[src/rtl/tile_pkg.sv]
// Shared constants and types for the tile RAM write path (80x30 tiles, 7-bit codes).
package tile_pkg;
    localparam int MAX_X       = 80;
    localparam int MAX_Y       = 30;
    localparam int TILE_ADDR_W = 12;
    localparam int CHAR_W      = 7;
    localparam int COL_W       = 7;
    localparam int ROW_W       = 5;

    localparam logic [CHAR_W-1:0] CLR_CHAR = 7'h00;
    localparam logic [COL_W-1:0]  LAST_COL = COL_W'(MAX_X - 1);
    localparam logic [ROW_W-1:0]  LAST_ROW = ROW_W'(MAX_Y - 1);

    typedef enum logic [1:0] {
        IDLE  = 2'd0,
        CLEAR = 2'd1,
        FLUSH = 2'd2
    } state_t;

    typedef struct packed {
        logic [ROW_W-1:0]  y;
        logic [COL_W-1:0]  x;
        logic [CHAR_W-1:0] ch;
    } trace_t;
endpackage

[src/rtl/tile_sweep_counter.sv]
// Row-major 2-D tile counter for the erase sweep; last flags the bottom-right tile.
module tile_sweep_counter
    import tile_pkg::*;
(
    input  logic             clk_100MHz,
    input  logic             reset,
    input  logic             start,
    input  logic             step,
    output logic [COL_W-1:0] col,
    output logic [ROW_W-1:0] row,
    output logic             last
);
    always_ff @(posedge clk_100MHz or posedge reset) begin
        if (reset) begin
            col <= '0;
            row <= '0;
        end else if (start) begin
            col <= '0;
            row <= '0;
        end else if (step) begin
            if (col == LAST_COL) begin
                col <= '0;
                row <= (row == LAST_ROW) ? '0 : row + 1'b1;
            end else begin
                col <= col + 1'b1;
            end
        end
    end

    assign last = (col == LAST_COL) && (row == LAST_ROW);
endmodule

[src/rtl/tile_wr_arbiter.sv]
// Owns tile RAM port A: arbitrates cursor trace writes against the full-screen erase sweep.
module tile_wr_arbiter
    import tile_pkg::*;
(
    input  logic                   clk_100MHz,
    input  logic                   reset,
    input  logic                   clear_req,
    input  logic                   trace_en,
    input  logic                   trace_req,
    input  logic [COL_W-1:0]       cur_x,
    input  logic [ROW_W-1:0]       cur_y,
    input  logic [CHAR_W-1:0]      trace_char,
    output logic                   ram_we,
    output logic [TILE_ADDR_W-1:0] ram_addr,
    output logic [CHAR_W-1:0]      ram_din,
    output logic                   busy,
    output logic                   clear_done
);
    state_t           state;
    logic             swept;
    trace_t           pend;
    logic             pend_vld;
    trace_t           req;
    logic             trace_ok;
    logic [COL_W-1:0] sw_col;
    logic [ROW_W-1:0] sw_row;
    logic             sw_last;

    assign req      = '{y: cur_y, x: cur_x, ch: trace_char};
    assign trace_ok = trace_req && trace_en &&
                      (cur_x < COL_W'(MAX_X)) && (cur_y < ROW_W'(MAX_Y));

    tile_sweep_counter u_sweep (
        .clk_100MHz (clk_100MHz),
        .reset      (reset),
        .start      (state == IDLE && clear_req),
        .step       (state == CLEAR && !swept),
        .col        (sw_col),
        .row        (sw_row),
        .last       (sw_last)
    );

    // swept marks the extra CLEAR cycle that raises clear_done after the final write
    always_ff @(posedge clk_100MHz or posedge reset) begin
        if (reset) begin
            state      <= IDLE;
            swept      <= 1'b0;
            pend       <= '0;
            pend_vld   <= 1'b0;
            ram_we     <= 1'b0;
            ram_addr   <= '0;
            ram_din    <= '0;
            busy       <= 1'b0;
            clear_done <= 1'b0;
        end else begin
            ram_we     <= 1'b0;
            clear_done <= 1'b0;
            case (state)
                IDLE: begin
                    if (clear_req) begin
                        state    <= CLEAR;
                        busy     <= 1'b1;
                        swept    <= 1'b0;
                        pend     <= req;
                        pend_vld <= trace_ok;
                    end else if (trace_ok) begin
                        ram_we   <= 1'b1;
                        ram_addr <= {cur_y, cur_x};
                        ram_din  <= trace_char;
                    end
                end
                CLEAR: begin
                    if (trace_ok) begin
                        pend     <= req;
                        pend_vld <= 1'b1;
                    end
                    if (!swept) begin
                        ram_we   <= 1'b1;
                        ram_addr <= {sw_row, sw_col};
                        ram_din  <= CLR_CHAR;
                        swept    <= sw_last;
                    end else begin
                        clear_done <= 1'b1;
                        swept      <= 1'b0;
                        if (pend_vld || trace_ok) begin
                            state <= FLUSH;
                        end else begin
                            state <= IDLE;
                            busy  <= 1'b0;
                        end
                    end
                end
                FLUSH: begin
                    state    <= IDLE;
                    busy     <= 1'b0;
                    pend_vld <= 1'b0;
                    // a request arriving in this very cycle is newer than the buffered one
                    if (trace_ok) begin
                        ram_we   <= 1'b1;
                        ram_addr <= {cur_y, cur_x};
                        ram_din  <= trace_char;
                    end else if (pend_vld && trace_en) begin
                        ram_we   <= 1'b1;
                        ram_addr <= {pend.y, pend.x};
                        ram_din  <= pend.ch;
                    end
                end
                default: state <= IDLE;
            endcase
        end
    end
endmodule

[config.mk]
export PLATFORM = sky130hd
export DESIGN_NAME = tile_wr_arbiter
export DESIGN_NICKNAME = d
export VERILOG_FILES = /design/src/rtl/tile_pkg.sv /design/src/rtl/tile_sweep_counter.sv /design/src/rtl/tile_wr_arbiter.sv
export SDC_FILE = /design/constraint.sdc
export NUM_CORES = 1
export LEC_CHECK = 0
export BUFFER_PORTS_ARGS = -buffer_cell sky130_fd_sc_hd__clkbuf_2
export CAP_MARGIN = 25
export CORE_MARGIN = 1
export CORE_UTILIZATION = 56
export DETAILED_ROUTE_END_ITERATION = 6
export PLACE_DENSITY = 0.89
export SYNTH_ARGS = -nofsm -noshare
export SYNTH_HDL_FRONTEND = slang
export SYNTH_SLANG_ARGS = --single-unit
[constraint.sdc]
create_clock -name clk_100MHz -period 2.7 [get_ports clk_100MHz]
set_input_delay 0.135 -clock clk_100MHz [delete_from_list [all_inputs] [get_ports clk_100MHz]]
set_output_delay 0.135 -clock clk_100MHz [all_outputs]
set_load 0.05 [all_outputs]
### Word-level counts from Yosys, hierarchy flattened

Index checks and enable logic that the tools add are counted.

| storage, ports and cells | value |
|---|---|
| flip-flop bits (word level) | 57 |
| input port bits | 24 |
| output and inout port bits | 22 |
| logic and storage cells | 94 |

| cells by class | value |
|---|---|
| $add $sub $neg | 2 |
| $lt $le $gt $ge | 2 |
| equal/unequal tests | 12 |
| multiplexer cells | 44 |
| reduce and logical (&&, ||, !) cells | 21 |

Operator list:

| cell | number |
|---|---|
| 2-to-1 mux 12 bit | 5 |
| 2-to-1 mux 7 bit | 8 |
| 2-to-1 mux 19 bit | 2 |
| one-hot mux 19 bit (2 select lines) | 1 |
| one-hot mux 12 bit (3 select lines) | 1 |
| one-hot mux 7 bit (3 select lines) | 1 |
| 2-to-1 mux 5 bit | 4 |
| 2-to-1 mux 1 bit | 14 |
| inequality test 2 bit, second input constant | 7 |
| one-hot mux 1 bit (3 select lines) | 3 |
| adder 7 x 1 -> 7 bit, second input constant | 1 |
| == test 7 bit, second input constant | 1 |
| logical AND 1 bit | 7 |
| less-than comparator 7 bit, second input constant | 1 |
| 2-to-1 mux 2 bit | 3 |
| AND reduction 2 bit | 3 |
| AND reduction 3 bit | 2 |
| nonzero test 2 bit | 3 |
| adder 5 x 1 -> 5 bit, second input constant | 1 |
| == test 5 bit, second input constant | 1 |
| less-than comparator 5 bit, second input constant | 1 |
| AND reduction 5 bit | 1 |
| one-hot mux 2 bit (2 select lines) | 1 |
| AND reduction 4 bit | 1 |
| 8 further kinds | 8 |

### Depth between registers and ports, before layout

Gate-level depths: netlist of the first run.

| depth | value |
|---|---|
| word-level depth | 7 |
| depth in mapped cells | 8 |
| gate-level depth less buffers | 6 |

### Modules after synthesis

Synthesis of the first run repeated with hierarchy kept, for this count alone.

| unflattened totals | value |
|---|---|
| cells, all modules | 323 |
| area total of the unflattened synthesis | 3,195.6 µm² |

By module, submodules not included:

| module | times used | cells each | area each (µm²) | seq. area each (µm²) |
|---|---|---|---|---|
| tile_wr_arbiter | 1 | 246 | 2,474.9 | 1,126.1 |
| tile_sweep_counter | 1 | 77 | 720.7 | 300.3 |

### Worst setup path after synthesis of the first run

No wires, ideal clock.

| path | value |
|---|---|
| path kind | flip-flop to flip-flop |
| from | register state[0] |
| to | register ram_addr[0] |
| setup time | 0.128 ns |
| arrival time | 2.234 ns |
| data required time | 2.572 ns |
| path slack | 0.339 ns |
| cell stages (with the launch flop) | 9 |
| buffers on the path | 2 |
| period minus slack after synthesis | 2.361 ns |
| cells stage by stage | dfrtp_1 > inv_1 > ha_1 > buf_2 > nand2b_1 > a21o_1 > a2111oi_4 > buf_6 > mux2_1 |

| between the ends | value |
|---|---|
| cells in the longest elaborated chain, start to end | 3 |
| elaborated cells between the ends (all ways) | 10 |
| those cells by class | eq/ne (6); mux (1); reduce/logical (3) |

RTL lines:

| element | line | text |
|---|---|---|
| from (decl) | tile_wr_arbiter.sv:19 | `state_t state;` |
| from (signal assigned) | tile_wr_arbiter.sv:46 | `state <= IDLE;` |
| from (signal assigned) | tile_wr_arbiter.sv:61 | `state <= CLEAR;` |
| from (signal assigned) | tile_wr_arbiter.sv:86 | `state <= FLUSH;` |
| == test 2 bit, or another cell as far along | tile_wr_arbiter.sv:58 | `case (state)` |
| inequality test 3 bit (no source line), or another cell as far along | n/a |  |
| AND reduction 5 bit (no source line) | n/a |  |
| to (signal assigned) | tile_wr_arbiter.sv:68 | `ram_addr <= {cur_y, cur_x};` |
| to (signal assigned) | tile_wr_arbiter.sv:79 | `ram_addr <= {sw_row, sw_col};` |
| to (signal assigned) | tile_wr_arbiter.sv:100 | `ram_addr <= {cur_y, cur_x};` |
| to (decl) | tile_wr_arbiter.sv:14 | `output logic [TILE_ADDR_W-1:0] ram_addr,` |

Several ways; a longest one is shown, not always the timed one.
A chain may end at the register's enable or synchronous reset.

### Worst setup path after layout of the first run

| path | value |
|---|---|
| from | register state[1] |
| to | register ram_addr[6] |

The elaborated chain is that of the path after synthesis.

==> results of run 1 <==
layer usage:
layer / routed length (µm) / up-vias / track usage
met2: 3820 / 134 / 0.429
met5: 0 / - / 0
met1: 3230 / 1350 / 0.353
met4: 155 / 0 / 0.119
li1: - / 1262 / -
met3: 527 / 18 / 0.0694
cell usage after synthesis, types with 2 or more instances:
library cell	n
nor4_1	7
ha_1	7
inv_1	29
mux2_1	5
nor3b_1	2
buf_1	2
mux2_2	29
and3_1	3
nand2b_1	3
o22ai_1	5
a221o_1	11
o21a_1	2
mux2i_1	6
clkbuf_1	11
o21ai_0	21
dfrtp_1	57
a31oi_1	2
nand2_1	20
and4_1	2
nand4_1	4
nand3_1	23
o41ai_1	4
a22o_1	3
or4_1	4
buf_4	2
xnor2_1	2
a211oi_1	2
nor3_1	9
nor2_1	6
a21oi_1	12
and2_1	4
nor2b_1	3
registers in the layout, summed over array words and instances (netlist names):
signal / flops
pend: 19
ram_addr: 12
ram_din: 7
u_sweep.col: 7
u_sweep.row: 5
state: 2
busy: 1
clear_done: 1
pend_vld: 1
ram_we: 1
swept: 1
stage by stage:
stage	hold slack, ps	cells
global route	37.9	443
floorplan	287	318
finish	44.1	443
global placement	141	425
CTS	36.5	443
detailed placement	142	426
layout make-up:
cell class                 count  area, µm²  area share
clock inverter                 6       45.0      0.0122
timing repair buffer          54        295      0.0800
sequential                    57       1430       0.386
multi-input combinational    215       1600       0.433
clock buffer                  10        128      0.0346
inverter                      29        109      0.0295
tap                           72       90.1      0.0244
critical path: stages (launching register included):
cell	delay, ps
dfrtp_1	410
inv_1	100
ha_1	400
nand2b_1	100
a21o_1	200
a2111oi_4	350
buf_4	330
mux2_2	380
power breakdown:
part           switching (mW)  leakage [nW]  internal (mW)
logic                    1.22         0.857          0.660
registers               0.214         0.711           1.19
clock network           0.364        0.0785          0.333
total                    1.80          1.65           2.19
how the worst max path moves through the flow:
stage / start / endpoint / slack (ps) / depth (start not counted)
6_report: state[1] / ram_addr[6] / 300 / 7
5_1_grt: state[0] / ram_addr[11] / 180 / 6
4_1_cts: state[1] / ram_addr[6] / 300 / 7
3_5_place_dp: state[1] / ram_addr[6] / 300 / 7
3_3_place_gp: state[0] / ram_addr[6] / 420 / 7
2_1_floorplan: state[0] / ram_addr[0] / 340 / 8
logic make-up after synthesis:
group / Yosys count / synth area share
fa+ha+maj: 7 / 0.0273
compound gates: 72 / 0.166
mux: 40 / 0.138
flops: 57 / 0.444
simple gates: 93 / 0.158
xor+xnor: 3 / 0.00818
buf+inv: 46 / 0.0588
==> reports/results.ini, run 1 <==
[timing]
tns_ps=0
drv_slew=0
setup_viol=0
relSlewSlack=0.358
setup_ws_ps=296
rsz0062_at_grt=false
timing.final.hold_violations=0
finalCriticalPeriod_ps=2400
finalClockSkew_ps=12.3
worstMarginPinSlew_ps=955
period_share=0.891
clock.fmax_mhz=416

[cells_and_area]
layout_common_cells=dfrtp_1 (57), clkbuf_2 (45), mux2_2 (29)
utilization=0.670
fillCellCount=424
stdcell_area_um2=3690
drive_above_1_share=0.278
layout.nets=397
area_growth_pct=14.9
diodes=0
final_common_cell=dfrtp_1

[synthesis]
ys_seq_area_frac=0.444
async_reset_ff_frac=1.00
yosys-top-cells-area=dfrtp_1 (44%), mux2_2 (10%), nand3_1 (3.6%)
yosysWarnings=0
ys_ff_latch=57
synth_edf_count=0
synth_ff_type=dfrtp_1
yosysTopAreaCell=dfrtp_1
avgSynthCellArea_um2=10.1
synth_top_area_share=0.444
synth_nets=349
yosysUniqueCellTypes=48
synthCells=318
syn_area_um2=3210

[global_routing]
antenna_found_initial=0
grt-ovfl-total=0
grt_pass1_vias=2612
grt_pass1_wl_um=12500
grt_start_max_net_pins=38
track_usage=0.272

[job]
maxCapViolCount=0

[critical_path]
cp_data_arrival_time_ps=2630
regToRegStartpoint=state[1]
worstRegToRegCells=7
crit_fanout=19
endpoint_kind=register
rrSetupSlack_ps=300
regToRegEndpoint=ram_addr[6]
criticalPathCategory=register to register
required_ps=2930
startpoint_type=register

[hold_path]
hold_path_end=pend[3]
hp-class=input port to register
hold_depth=2
hp-start=trace_char[3]

[placed_design]
numPortBuffers=45
placed_cell_area_um2=3510
pre_cts_ws_ps=304
dpl.hpwl_um=5370
routabilityCongestion=0.882

[clock_tree]
hold_buffers=1
clkSinkCount=57
numCtsBuffers=9
cts_setup_buffers=0
clk_latency_ps=350
clock-root-buffer=clkbuf_8
cts_tree=built
cts_resized=0
clkTransAtPathRegs_ps=70
htreeDepth=3
cts_buffer_depth=2

[detailed_routing]
drtIter0Drc=251
drc_errors=0
drt-total-wl_um=7730
num_vias=2764
drt_pass1_iterations=4
wl_per_cell_um=17.5
antenna_left=0
via_per_inst=6.24

[floorplan]
core-area_um2=5510
die_h_um=77.7
ioPinCount=46
start_util=0.584
die_x_um=77.7
num_rows=27
dieArea_um2=6040

[power_and_ir_drop]
ir_drop_mv=0.709
p_leak_nw=1.65
power_density_nw_per_um2=1080
p_total_mw=3.98

[status]
status=completed

Power figures use the tool's default switching activity.
==> run 2, diff against run 1 <==
--- a/config.mk
+++ b/config.mk
@@ -7,10 +7,12 @@
 export LEC_CHECK = 0
 export BUFFER_PORTS_ARGS = -buffer_cell sky130_fd_sc_hd__clkbuf_2
 export CAP_MARGIN = 25
+export CELL_PAD_IN_SITES_DETAIL_PLACEMENT = 1
+export CELL_PAD_IN_SITES_GLOBAL_PLACEMENT = 2
 export CORE_MARGIN = 1
-export CORE_UTILIZATION = 56
+export CORE_UTILIZATION = 36
 export DETAILED_ROUTE_END_ITERATION = 6
-export PLACE_DENSITY = 0.89
+export PLACE_DENSITY = 0.9
 export SYNTH_ARGS = -nofsm -noshare
 export SYNTH_HDL_FRONTEND = slang
 export SYNTH_SLANG_ARGS = --single-unit
==> constraint.sdc (replaced) <==
create_clock -name clk_100MHz -period 2.55 [get_ports clk_100MHz]
set_input_delay 0.1275 -clock clk_100MHz [delete_from_list [all_inputs] [get_ports clk_100MHz]]
set_output_delay 0.1275 -clock clk_100MHz [all_outputs]
set_load 0.05 [all_outputs]
==> run 2 against run 1 <==
The run now ends with negative hold slack left; routed wire length is 16% higher; global-route usage is 5.9 points lower; sequential power is 6% higher; critical endpoint is now ram_addr[1]; fmax is 1.3% higher; sequential share of layout area is 1.4 points lower; non-clock buffer count is 5 higher; register-to-register slack worse by 120 ps; core utilization is 23 points lower; worst setup slack worse by 120 ps.
==> reports/results.ini, run 2 (synthesis gave the netlist of run 1 again) <==
[status]
violations=negative hold slack
status=finished with violations

[critical_path]
rrSetupSlack_ps=180  ; -120 ps
worstRegToRegCells=6  ; -1
cp_data_arrival_time_ps=2650  ; +20 ps
endpoint_kind=register
crit_fanout=9  ; -10
criticalPathCategory=register to register
regToRegEndpoint=ram_addr[1]
regToRegStartpoint=state[0]
endpoint=ram_addr[1]
startpoint_type=register
critPathLaunch=state[0]
required_ps=2830  ; -100 ps

[cells_and_area]
area_growth_pct=19.4
largest_register_ffs=19  ; unchanged
layout_common_cells=dfrtp_1 (57), clkbuf_2 (45), mux2_2 (29)
stdcell_area_um2=3830  ; +3.9%
utilization=0.442  ; -0.228
final_common_cell=dfrtp_1
drive_above_1_share=0.293  ; +0.0149
top_regs=pend x19, ram_addr x12
layout.nets=402  ; +1.3%
top_register=pend
diodes=0  ; unchanged

[detailed_routing]
drt_pass1_iterations=7  ; +3
drc_errors=0  ; unchanged
wl_per_cell_um=18.5  ; +6.1%
drtIter0Drc=166  ; -34%
drt-total-wl_um=8970  ; +16%
antenna_left=0  ; unchanged
num_vias=2737  ; -0.98%
via_per_inst=5.65  ; -9.4%

[clock_tree]
clkSinkCount=57  ; unchanged
cts_setup_buffers=0  ; unchanged
hold_buffers=0  ; -1
cts_buffer_depth=2  ; unchanged
clk_latency_ps=350  ; about the same
cts_resized=0  ; unchanged
htreeDepth=3  ; unchanged
cts_tree=built
clkTransAtPathRegs_ps=70  ; about the same
clock-root-buffer=clkbuf_8
numCtsBuffers=9  ; unchanged

[global_routing]
grt_pass1_wl_um=14600  ; +16%
grt_pass1_vias=2842  ; +8.8%
grt_start_max_net_pins=58  ; +53%
antenna_found_initial=0  ; unchanged
track_usage=0.213  ; -0.0588
grt-ovfl-total=0  ; unchanged

[floorplan]
core-area_um2=8680  ; +58%
ioPinCount=46  ; unchanged
start_util=0.370  ; -0.213
num_rows=34  ; +26%
die_x_um=96.5  ; +24%
die_h_um=96.5  ; +24%
dieArea_um2=9310  ; +54%

[placed_design]
routabilityCongestion=0.766  ; -13%
numPortBuffers=45  ; unchanged
dpl.hpwl_um=6170  ; +15%
placed_cell_area_um2=3590  ; +2.4%
pre_cts_ws_ps=201  ; -102 ps

[timing]
rsz0062_at_grt=false
hold_slack_ps=-27.9  ; -72.0 ps
setup_viol=0  ; unchanged
relSlewSlack=0.319  ; -0.0387
finalClockSkew_ps=9.00  ; -3.26 ps
setup_ws_ps=177  ; -118 ps
timing.final.hold_violations=40  ; +40
finalCriticalPeriod_ps=2370  ; -31.9 ps
clock.fmax_mhz=421  ; +1.3%
tns_ps=0  ; unchanged
drv_slew=0  ; unchanged
worstMarginPinSlew_ps=1010  ; +57.6 ps
period_share=0.930  ; +0.0399

[power_and_ir_drop]
p_leak_nw=1.72  ; +4.3%
power_density_nw_per_um2=1190  ; +9.9%
ir_drop_mv=0.536  ; -24%

[hold_path]
hp-class=input port to async pin

[job]
maxCapViolCount=0  ; unchanged

run 2: power by group:
part | switching, mW | internal [mW]
registers | 0.225 | 1.26
logic | 1.32 | 0.724
clock network | 0.383 | 0.630
run 2: critical path, cell delays in order, from the launching register on:
cell     delay (ps)
dfrtp_1         410
inv_1            90
ha_1            300
inv_1           130
nor4_2          900
a221o_1         310
mux2_1          160
run 2: layer usage:
metal	routed length, µm	global-route usage	part of all wire	vias to the layer above
li1	-	-	-	1276
met1	4040	0.278	0.45	1373
met2	4350	0.341	0.49	66
met3	311	0.0282	0.035	22
met4	261	0.118	0.029	0
met5	0	0	0	-
run 2: worst min-delay path by stage:
stage                     slack [ps]          to
final                            -30  ram_din[5]
after global routing              30     pend[6]
after CTS                         10  ram_din[5]
after detailed placement         380  ram_din[2]
after global placement           370  ram_din[2]
after floorplan                  280     pend[0]
run 2: layout make-up:
type | count | area, µm²
flip-flops and latches | 57 | 1430
fillers | 1015 | 4840
inverters | 29 | 109
well taps | 108 | 135
multi-input cells | 215 | 1600
repair buffers | 59 | 328
clock buffers | 12 | 165
clock inverters | 4 | 73.8
run 2: through the flow:
stage | power, mW | instances
3_3_place_gp | 3.47 | 467
4_1_cts | 4.59 | 483
3_5_place_dp | 3.55 | 467
6_report | 4.55 | 484
2_1_floorplan | 3.01 | 318
5_1_grt | 4.83 | 484
